[config.mk]
export PLATFORM = sky130hd
export DESIGN_NAME = output_fill_ctrl_flat
export DESIGN_NICKNAME = d
export VERILOG_FILES = /design/src/rtl/output_fill_ctrl_if.sv /design/src/rtl/output_fill_ctrl.sv /design/src/flat_wrapper.sv
export SDC_FILE = /design/constraint.sdc
export NUM_CORES = 1
export LEC_CHECK = 0
export ABC_CLOCK_PERIOD_IN_PS = 3800
export CORE_ASPECT_RATIO = 1.25
export CORE_MARGIN = 3
export CORE_UTILIZATION = 54
export DETAILED_ROUTE_END_ITERATION = 8
export PLACE_DENSITY = 0.81
export REMOVE_ABC_BUFFERS = 1
export SLEW_MARGIN = 25
export SYNTH_ARGS = -nofsm -noshare
export SYNTH_HDL_FRONTEND = slang
export SYNTH_SLANG_ARGS = --single-unit
[constraint.sdc]
create_clock -name w_clk -period 3.8 [get_ports w_clk]
set_input_delay 0.76 -clock w_clk [delete_from_list [all_inputs] [get_ports w_clk]]
set_output_delay 0.76 -clock w_clk [all_outputs]
set_load 0.02 [all_outputs]
[src/rtl/output_fill_ctrl_if.sv]
// Handshake/bus bundle between the layer sequencer, the output FIFO, the BRAM
// write port and output_fill_ctrl.
interface output_fill_ctrl_if #(
  parameter int ADDR_W = 10,
  parameter int SIZE_W = 8,
  parameter int CH_W   = 2
);
  logic              start;
  logic              enable;
  logic [ADDR_W-1:0] base_addr;
  logic [SIZE_W-1:0] fmap_size;
  logic [ADDR_W-1:0] ch_stride;
  logic              src_empty;
  logic              src_rd_en;
  logic              wr_en;
  logic [ADDR_W-1:0] wr_addr;
  logic [CH_W-1:0]   ch_idx;
  logic              busy;
  logic              done;

  modport master (
    output start, enable, base_addr, fmap_size, ch_stride, src_empty,
    input  src_rd_en, wr_en, wr_addr, ch_idx, busy, done
  );

  modport slave (
    input  start, enable, base_addr, fmap_size, ch_stride, src_empty,
    output src_rd_en, wr_en, wr_addr, ch_idx, busy, done
  );
endinterface

[src/rtl/output_fill_ctrl.sv]
// Drains the PE-array output FIFO into the output feature-map BRAM, one
// channel of fmap_size words at a time, channels spaced ch_stride apart.
module output_fill_ctrl #(
  parameter int ADDR_W = 10,
  parameter int SIZE_W = 8,
  parameter int NUM_CH = 4,
  localparam int CH_W  = (NUM_CH > 1) ? $clog2(NUM_CH) : 1
) (
  input  logic               w_clk,
  input  logic               reset,
  output_fill_ctrl_if.slave  bus
);

  typedef enum logic [1:0] {IDLE, RUN, DRAIN, DONE} state_t;

  state_t            state_q, state_d;
  logic [SIZE_W-1:0] size_q, word_cnt;
  logic [ADDR_W-1:0] stride_q, ch_base, rd_addr, wr_addr_q;
  logic [CH_W-1:0]   ch_cnt;
  logic              wr_en_q;
  logic              rd, last_word, last_ch;

  assign last_word = (word_cnt == size_q - SIZE_W'(1));
  assign last_ch   = (ch_cnt == CH_W'(NUM_CH - 1));

  always_comb begin
    state_d = state_q;
    rd      = 1'b0;
    case (state_q)
      IDLE:  if (bus.start) state_d = (bus.fmap_size == '0) ? DONE : RUN;
      RUN: begin
        rd = bus.enable & ~bus.src_empty;
        if (rd && last_word && last_ch) state_d = DRAIN;
      end
      DRAIN: state_d = DONE;
      DONE:  state_d = IDLE;
      default: state_d = IDLE;
    endcase
  end

  always_ff @(posedge w_clk or negedge reset) begin
    if (!reset) state_q <= IDLE;
    else        state_q <= state_d;
  end

  // One-stage write pipeline: the FIFO word read this cycle lands in BRAM next cycle.
  always_ff @(posedge w_clk or negedge reset) begin
    if (!reset) begin
      size_q    <= '0;
      stride_q  <= '0;
      ch_base   <= '0;
      rd_addr   <= '0;
      word_cnt  <= '0;
      ch_cnt    <= '0;
      wr_en_q   <= 1'b0;
      wr_addr_q <= '0;
    end else begin
      wr_en_q <= rd;
      if (rd) wr_addr_q <= rd_addr;
      if (state_q == IDLE && bus.start) begin
        size_q   <= bus.fmap_size;
        stride_q <= bus.ch_stride;
        ch_base  <= bus.base_addr;
        rd_addr  <= bus.base_addr;
        word_cnt <= '0;
        ch_cnt   <= '0;
      end else if (rd) begin
        if (last_word) begin
          word_cnt <= '0;
          ch_base  <= ch_base + stride_q;
          rd_addr  <= ch_base + stride_q;
          // Hold on the final channel so ch_idx never exceeds NUM_CH-1.
          if (!last_ch) ch_cnt <= ch_cnt + CH_W'(1);
        end else begin
          word_cnt <= word_cnt + SIZE_W'(1);
          rd_addr  <= rd_addr + ADDR_W'(1);
        end
      end
    end
  end

  assign bus.src_rd_en = rd;
  assign bus.wr_en     = wr_en_q;
  assign bus.wr_addr   = wr_addr_q;
  assign bus.ch_idx    = ch_cnt;
  assign bus.busy      = (state_q == RUN) || (state_q == DRAIN);
  assign bus.done      = (state_q == DONE);

endmodule

[src/flat_wrapper.sv]
// flat-port wrapper written by rule: the top's interface ports become plain ports
module output_fill_ctrl_flat 
#(
  parameter int ADDR_W = 10,
  parameter int SIZE_W = 8,
  parameter int NUM_CH = 4,
  localparam int CH_W  = (NUM_CH > 1) ? $clog2(NUM_CH) : 1
)
  (w_clk, reset, bus_start, bus_enable, bus_base_addr, bus_fmap_size, bus_ch_stride, bus_src_empty, bus_src_rd_en, bus_wr_en, bus_wr_addr, bus_ch_idx, bus_busy, bus_done);
  output_fill_ctrl_if #(.ADDR_W(ADDR_W), .SIZE_W(SIZE_W), .CH_W((2))) bus_i ();
  input  logic w_clk;
  input  logic reset;
  input wire logic [$bits(bus_i.start)-1:0] bus_start;
  input wire logic [$bits(bus_i.enable)-1:0] bus_enable;
  input wire logic [$bits(bus_i.base_addr)-1:0] bus_base_addr;
  input wire logic [$bits(bus_i.fmap_size)-1:0] bus_fmap_size;
  input wire logic [$bits(bus_i.ch_stride)-1:0] bus_ch_stride;
  input wire logic [$bits(bus_i.src_empty)-1:0] bus_src_empty;
  output wire logic [$bits(bus_i.src_rd_en)-1:0] bus_src_rd_en;
  output wire logic [$bits(bus_i.wr_en)-1:0] bus_wr_en;
  output wire logic [$bits(bus_i.wr_addr)-1:0] bus_wr_addr;
  output wire logic [$bits(bus_i.ch_idx)-1:0] bus_ch_idx;
  output wire logic [$bits(bus_i.busy)-1:0] bus_busy;
  output wire logic [$bits(bus_i.done)-1:0] bus_done;
  assign bus_i.start = bus_start;
  assign bus_i.enable = bus_enable;
  assign bus_i.base_addr = bus_base_addr;
  assign bus_i.fmap_size = bus_fmap_size;
  assign bus_i.ch_stride = bus_ch_stride;
  assign bus_i.src_empty = bus_src_empty;
  assign bus_src_rd_en = bus_i.src_rd_en;
  assign bus_wr_en = bus_i.wr_en;
  assign bus_wr_addr = bus_i.wr_addr;
  assign bus_ch_idx = bus_i.ch_idx;
  assign bus_busy = bus_i.busy;
  assign bus_done = bus_i.done;
  output_fill_ctrl #(.ADDR_W(ADDR_W), .SIZE_W(SIZE_W), .NUM_CH(NUM_CH)) u_core (.w_clk(w_clk), .reset(reset), .bus(bus_i));
endmodule
==> results of run 1 <==
-- flip-flops by register name, indices dropped and copies added (netlist names) --
register and cells:
u_core.bus.wr_addr 10, u_core.bus.ch_idx 2, u_core.ch_base 10, u_core.size_q 8, u_core.word_cnt 8, u_core.state_q 2
u_core.rd_addr 10, u_core.stride_q 10, u_core.bus.wr_en 1
-- routing by layer --
layer	wire [µm]	up-vias	GRT usage [%]	share of wire, %
met2	4607	91	41.84	51
met4	143	0	9.753	1.6
met5	0	-	0	0
met3	492	15	4.845	5.4
met1	3809	1567	30.21	42
li1	-	1605	-	-
-- cells by family after synthesis --
group                    after synthesis  synth area share (%)
AND/OR/NAND/NOR                      189                 24.48
AO/OA/AOI/OAI                         97                 17.39
flip-flops                            61                 41.19
buffers and inverters                 30                 3.275
adder cells (fa/ha/maj)               19                 6.617
XOR/XNOR                              17                 4.017
multiplexers                          11                 3.039
-- through the flow --
step,instance area [µm²],hold slack (ps),cells
detailed placement,4248,467.1,543
CTS,4482,484.8,559
global placement,4248,459.1,543
global route,4484,431.8,559
finish,4484,390.5,559
floorplan,3611,449.7,401
-- power groups by stage --
stage               logic (W)  registers, W  clock network [W]
floorplan            0.000228      0.000855                  0
global route         0.000454      0.000850           0.000723
finish               0.000414      0.000842           0.000679
CTS                  0.000418      0.000836           0.000691
global placement     0.000399      0.000844                  0
detailed placement   0.000412      0.000848                  0
-- worst max path at each step --
stage                           startpoint                 end  slack (ps)  cells after the start
after floorplan              bus_src_empty       bus_src_rd_en         690                      2
final                     u_core.size_q[0]  u_core.word_cnt[5]         520                      8
after global routing      u_core.size_q[0]  u_core.word_cnt[5]         280                      8
after detailed placement  u_core.size_q[0]  u_core.word_cnt[5]         510                      8
after global placement    u_core.size_q[0]  u_core.word_cnt[5]         630                      8
after CTS                 u_core.size_q[0]  u_core.word_cnt[5]         500                      8
-- cells in the mapped netlist, types with 4 or more instances --
cell / number / share of area, %
a21o_1: 4 / 0.81
a21oi_1: 19 / 2.6
a31oi_1: 15 / 2.5
and3_1: 6 / 1.0
clkbuf_1: 18 / 1.8
dfrtp_1: 61 / 41
ha_1: 18 / 6.1
inv_1: 7 / 0.71
mux2i_1: 9 / 2.4
nand2_1: 100 / 10
nand3_1: 13 / 1.8
nand4_1: 5 / 0.84
nor2_1: 18 / 1.8
nor2b_1: 6 / 1.0
nor3_1: 5 / 0.68
nor4_1: 4 / 0.68
o21ai_0: 26 / 3.5
o22ai_1: 5 / 0.84
o31ai_1: 6 / 1.2
or3_1: 6 / 1.0
or4_1: 5 / 1.0
xnor2_1: 12 / 2.8
xor2_1: 5 / 1.2
-- layout make-up --
cell class	instances	share of cell area (%)
Tap cell	87	2.427
Timing Repair Buffer	55	11.83
Clock inverter	5	1.842
Clock buffer	11	3.376
Multi-Input combinational cell	333	45.90
Inverter	7	0.5859
Sequential cell	61	34.04
-- placed cells by master (no fill, tap or decap), drive strengths merged, types with 6 or more instances in the layout --
cell type	count
clkdlybuf4s50	47
ha	18
o21ai	26
mux2i	9
a21oi	19
o31ai	6
nor2b	6
dfrtp	61
xnor2	12
nor2	18
nand3	13
clkbuf	11
a31oi	15
inv	7
and3	6
nand2	100
or3	6
or4	6
buf	8
-- worst max-delay path, stage by stage (launching register included) --
cell and delay [ps]:
dfrtp_1 430, inv_1 90, ha_1 190, or3b_1 370
or4_4 500, a2111oi_4 450, o211a_1 650, o21ai_0 200
a31o_2 280
==> out/metrics.yaml, run 1 <==
yosys:
  netlist_area_um2: 3706
  synth-async-reset-ratio_pct: 100.0
  ys_ff_latch: 61
  yosysSeqAreaShare_pct: 41.19
  avgSynthCellArea_um2: 8.741
  synth_flop_cell: "dfrtp_1"
  synth.distinct_cells: 56
  synthCells: 424
  yosysWarnings: 0
  synth_edf_count: 0
route:
  drt_iter0_markers: 250
  wire_per_inst_um: 16.19
  dr.pass1.iters: 4
  drc_errors: 0
  ant_nets: 0
  wl_um: 9052
  num_vias: 3278
  via_per_inst: 5.864
power:
  p_leak_nw: 2.088
  p_total_w: 0.001935
  seqPwrFrac_pct: 43.5
  switching_share_pct: 30.36
  ir_drop_uv: 252.0
  powerDensity_nw_per_um2: 431.4
  comb_power_share_pct: 21.4
  p_int_w: 0.001347
  netSwitchingPower_w: 0.0005874
  clkPwrFrac_pct: 35.1
finish:
  insertedDiodeCount: 0
  area_growth_pct: 21.00
  n_fill_cell: 540
  register_area_um2: 1526
  fin_util_pct: 67.88
  final_nets: 519
  multiInputGateArea_um2: 2058
  drive_gt1_share_pct: 8.051
worst_setup_path:
  r2r_slack_ps: 520
  cp.required_ps: 4040
  cp-end-kind: "flip-flop"
  path_class: "reg -> reg"
  critPathLaunchType: "flip-flop"
  worstRegToRegCells: 8
  reg2reg_to: "u_core.word_cnt[5]"
  cp_max_fo: 21
  arrival_ps: 3520
  reg2reg_from: "u_core.size_q[0]"
clocking:
  clk_pin_slew_ps: 70
  cts.htree.levels: 3
  post_cts_resized: 0
  cts_root_buffer: "clkbuf_8"
  cts_buffer_depth: 2
  tritoncts: "built"
  cts-buffers-inserted: 9
  clk_latency_ps: 350
  cts_setup_buffers: 0
  cts.sinks: 61
  cts_hold_buf: 0
sta:
  setup_viol: 0
  finalCritPeriodShare_pct: 86.45
  min_period_ps: 3285
  finalClockSkew_ps: 7.295
  clock.fmax_ghz: 0.3044
  rsz0062_at_grt: "no"
  slew-limit-headroom_pct: 50.82
  slew_violations: 0
  setup_tns_ps: 0
  tightest_slew_ps: 719.1
  postLayoutSetupSlackWorst_ps: 515.1
  hold_viol_final: 0
floorplan:
  start_util_pct: 56.10
  die_w_um: 80.10
  io-pin-count: 49
  core_um2: 6606
  fp-row-count: 33
  fp.dieArea_um2: 7899
  chipHeight_um: 98.62
grt:
  grt_max_degree: 47
  grt_overflow: 0
  grt_pass1_wl_um: 15260
  antenna_found_initial: 0
  groute.usage.overall_pct: 24.55
  grt_pass1_vias: 3311
run:
  max-cap-violations: 0
placement:
  io_buffer_count: 48
  post-place-ws_ps: 511.5
  gpl.final_weighted_congestion: 0.9134
  dpl.hpwl_um: 6202
run_status:
  status: "complete, no violations"
hold_path:
  hold_class: "in -> async"
No activity file was read; power rests on OpenSTA's default activity.
==> run 2: changes to the inputs <==
--- a/config.mk
+++ b/config.mk
@@ -8,9 +8,9 @@
 export ABC_CLOCK_PERIOD_IN_PS = 3800
 export CORE_ASPECT_RATIO = 1.25
 export CORE_MARGIN = 3
-export CORE_UTILIZATION = 54
+export CORE_UTILIZATION = 33
 export DETAILED_ROUTE_END_ITERATION = 8
-export PLACE_DENSITY = 0.81
+export PLACE_DENSITY = 0.55
 export REMOVE_ABC_BUFFERS = 1
 export SLEW_MARGIN = 25
 export SYNTH_ARGS = -nofsm -noshare
==> constraint.sdc (replaced) <==
create_clock -name w_clk -period 3.8 [get_ports w_clk]
set_input_delay 0.57 -clock w_clk [delete_from_list [all_inputs] [get_ports w_clk]]
set_output_delay 0.57 -clock w_clk [all_outputs]
set_load 0.02 [all_outputs]
==> run 2 against run 1 <==
Effect of this change: wire length increased by 4.4%; core utilization decreased by 25 points; non-clock buffer count increased by 2; flip-flop and latch count unchanged; sequential power about the same; critical endpoint is now u_core.ch_base[3]; fmax increased by 3.6%; sequential share of layout area decreased by 0.66 points.
==> out/metrics.yaml, run 2 (synthesis results as in run 1) <==
finish:
  final_nets: 521  # was 519
  drive_gt1_share_pct: 7.384  # was 8.051%
  mostFrequentLayoutCell: "nand2_1"  # unchanged
  final_area_um2: 4573  # was 4484 µm²
  n_fill_cell: 1073  # was 540
  layout_common_cells: "nand2_1, dfrtp_1, clkdlybuf4s50_1"  # unchanged
  insertedDiodeCount: 0  # unchanged
  area_growth_pct: 23.40  # was 21.00%
  multiInputGateArea_um2: 2058  # unchanged
  register_area_um2: 1526  # unchanged
power:
  powerDensity_nw_per_um2: 431.2  # was 431.4 nW/µm²
  ir_drop_uv: 169.8  # was 252.0 µV
  p_leak_nw: 2.114  # was 2.088 nW
run_status:
  status: "complete, no violations"  # unchanged
clocking:
  cts_hold_buf: 0  # unchanged
  tritoncts: "built"  # unchanged
  cts.htree.levels: 3  # unchanged
  clk_pin_slew_ps: 50  # was 70 ps
  cts_buffer_depth: 2  # unchanged
  cts_setup_buffers: 0  # unchanged
  clk_latency_ps: 330  # was 350 ps
  cts-buffers-inserted: 9  # unchanged
  cts.sinks: 61  # unchanged
  cts_root_buffer: "clkbuf_16"  # was clkbuf_8
  post_cts_resized: 0  # unchanged
sta:
  hold_viol_final: 0  # unchanged
  clock.fmax_ghz: 0.3155  # was 0.3044 GHz
  slew-limit-headroom_pct: 52.19  # was 50.82%
  finalCritPeriodShare_pct: 83.40  # was 86.45%
  slew_violations: 0  # unchanged
  tightest_slew_ps: 699.1  # was 719.1 ps
  rsz0062_at_grt: "no"  # unchanged
  finalClockSkew_ps: 4.466  # was 7.295 ps
  setup_tns_ps: 0  # unchanged
  setup_viol: 0  # unchanged
  min_period_ps: 3169  # was 3285 ps
route:
  ant_nets: 0  # unchanged
  dr.pass1.iters: 4  # unchanged
  drt_iter0_markers: 121  # was 250
  wl_um: 9447  # was 9052 µm
  via_per_inst: 5.307  # was 5.864
  num_vias: 3216  # was 3278
  drc_errors: 0  # unchanged
  wire_per_inst_um: 15.59  # was 16.19 µm
floorplan:
  fp.dieArea_um2: 12550  # was 7899 µm²
  core_um2: 10770  # was 6606 µm²
  die_w_um: 100.8  # was 80.10 µm
  start_util_pct: 34.40  # was 56.10%
  fp-row-count: 42  # was 33
  io-pin-count: 49  # unchanged
  chipHeight_um: 124.5  # was 98.62 µm
worst_setup_path:
  critPathLaunchType: "flip-flop"  # unchanged
  path_class: "reg -> reg"  # unchanged
  arrival_ps: 3390  # was 3520 ps
  crit_path_max_incr_delay_ps: 510  # was 650 ps
  cp_cell_sequence: "inv_1, ha_1, or3b_1, or4_4, a2111oi_4, o211ai_4, o21ai_0, mux2_2"  # was inv_1, ha_1, or3b_1, or4_4, a2111oi_4, o211a_1, o21ai_0, a31o_2
  cp_max_fo: 15  # was 21
  cp-end-kind: "flip-flop"  # unchanged
  crit_path_top_delay_cell: "or4_4"  # was o211a_1
  cp.required_ps: 4020  # was 4040 ps
grt:
  grt_pass1_wl_um: 15880  # was 15260 µm
  grt_max_degree: 47  # unchanged
  grt_overflow: 0  # unchanged
  groute.usage.overall_pct: 16.01  # was 24.55%
  antenna_found_initial: 0  # unchanged
  grt_pass1_vias: 3213  # was 3311
placement:
  io_buffer_count: 48  # unchanged
  post_dp_cell_area_um2: 4319  # was 4248 µm²
  dpl.hpwl_um: 6682  # was 6202 µm
  gpl.final_weighted_congestion: 0.7885  # was 0.9134
hold_path:
  hold_class: "in -> async"  # unchanged
run:
  max-cap-violations: 0  # unchanged
==> run 2: critical path: cells and delay by family (launching register included) <==
family / cells / cell delay [ps]
AO/OA/AOI/OAI: 3 / 1100
AND/OR/NAND/NOR: 2 / 900
flip-flops: 1 / 410
multiplexers: 1 / 370
adder cells (fa/ha/maj): 1 / 190
buffers and inverters: 1 / 90
==> run 2: metrics by stage <==
stage | util (%) | power, W | hold WS [ps] | std cells | worst slack [ps]
finish | 42.45 | 0.001972 | 297.7 | 606 | 630.7
floorplan | - | 0.001083 | 274.4 | 401 | 813.3
CTS | 42.45 | 0.001998 | 318.5 | 606 | 620.9
global route | 42.45 | 0.002095 | 348.6 | 606 | 440.5
detailed placement | 40.09 | 0.001270 | 466.7 | 590 | 644.9
global placement | 40.09 | 0.001261 | 462.3 | 590 | 737.0
==> run 2: cell type report <==
cell class	count	area share, %
Inverter	7	0.5746
Tap cell	132	3.611
Clock buffer	14	5.335
Multi-Input combinational cell	333	45.01
Sequential cell	61	33.38
Timing Repair Buffer	57	11.87
Clock inverter	2	0.2189
==> run 2: layer usage <==
layer,up-vias,global-route usage (%),wire length (µm),part of all wire (%)
li1,1614,-,-,-
met1,1520,20.47,4202,44
met2,71,25.82,4569,48
met3,11,3.361,486,5.1
met4,0,6.820,188,2.0
met5,-,0,0,0
==> run 2: path summary, 6_finish.rpt <==
| kind | to | from | slack, ps | cells past startpoint |
|---|---|---|---|---|
| worst max-delay path | u_core.ch_base[3] | u_core.size_q[0] | 630 | 8 |
| worst min register to register | u_core.bus.wr_addr[1] | u_core.bus.wr_addr[1] | 470 | 2 |
| worst max register to register | u_core.ch_base[3] | u_core.size_q[0] | 630 | 8 |
| min in group w_clk | u_core.bus.wr_addr[1] | u_core.bus.wr_addr[1] | 470 | 2 |
| max in group asynchronous | u_core.rd_addr[9] | reset | 2610 | 2 |
| worst min-delay path | u_core.size_q[3] | reset | 300 | 1 |
==> run 2: report_power, final <==
group / total [W] / internal [W] / leakage, nW / switching [W]
sequential: 0.000843 / 0.000735 / 0.750 / 0.000109
clock: 0.000715 / 0.000439 / 0.125 / 0.000276
combinational: 0.000414 / 0.000211 / 1.24 / 0.000203
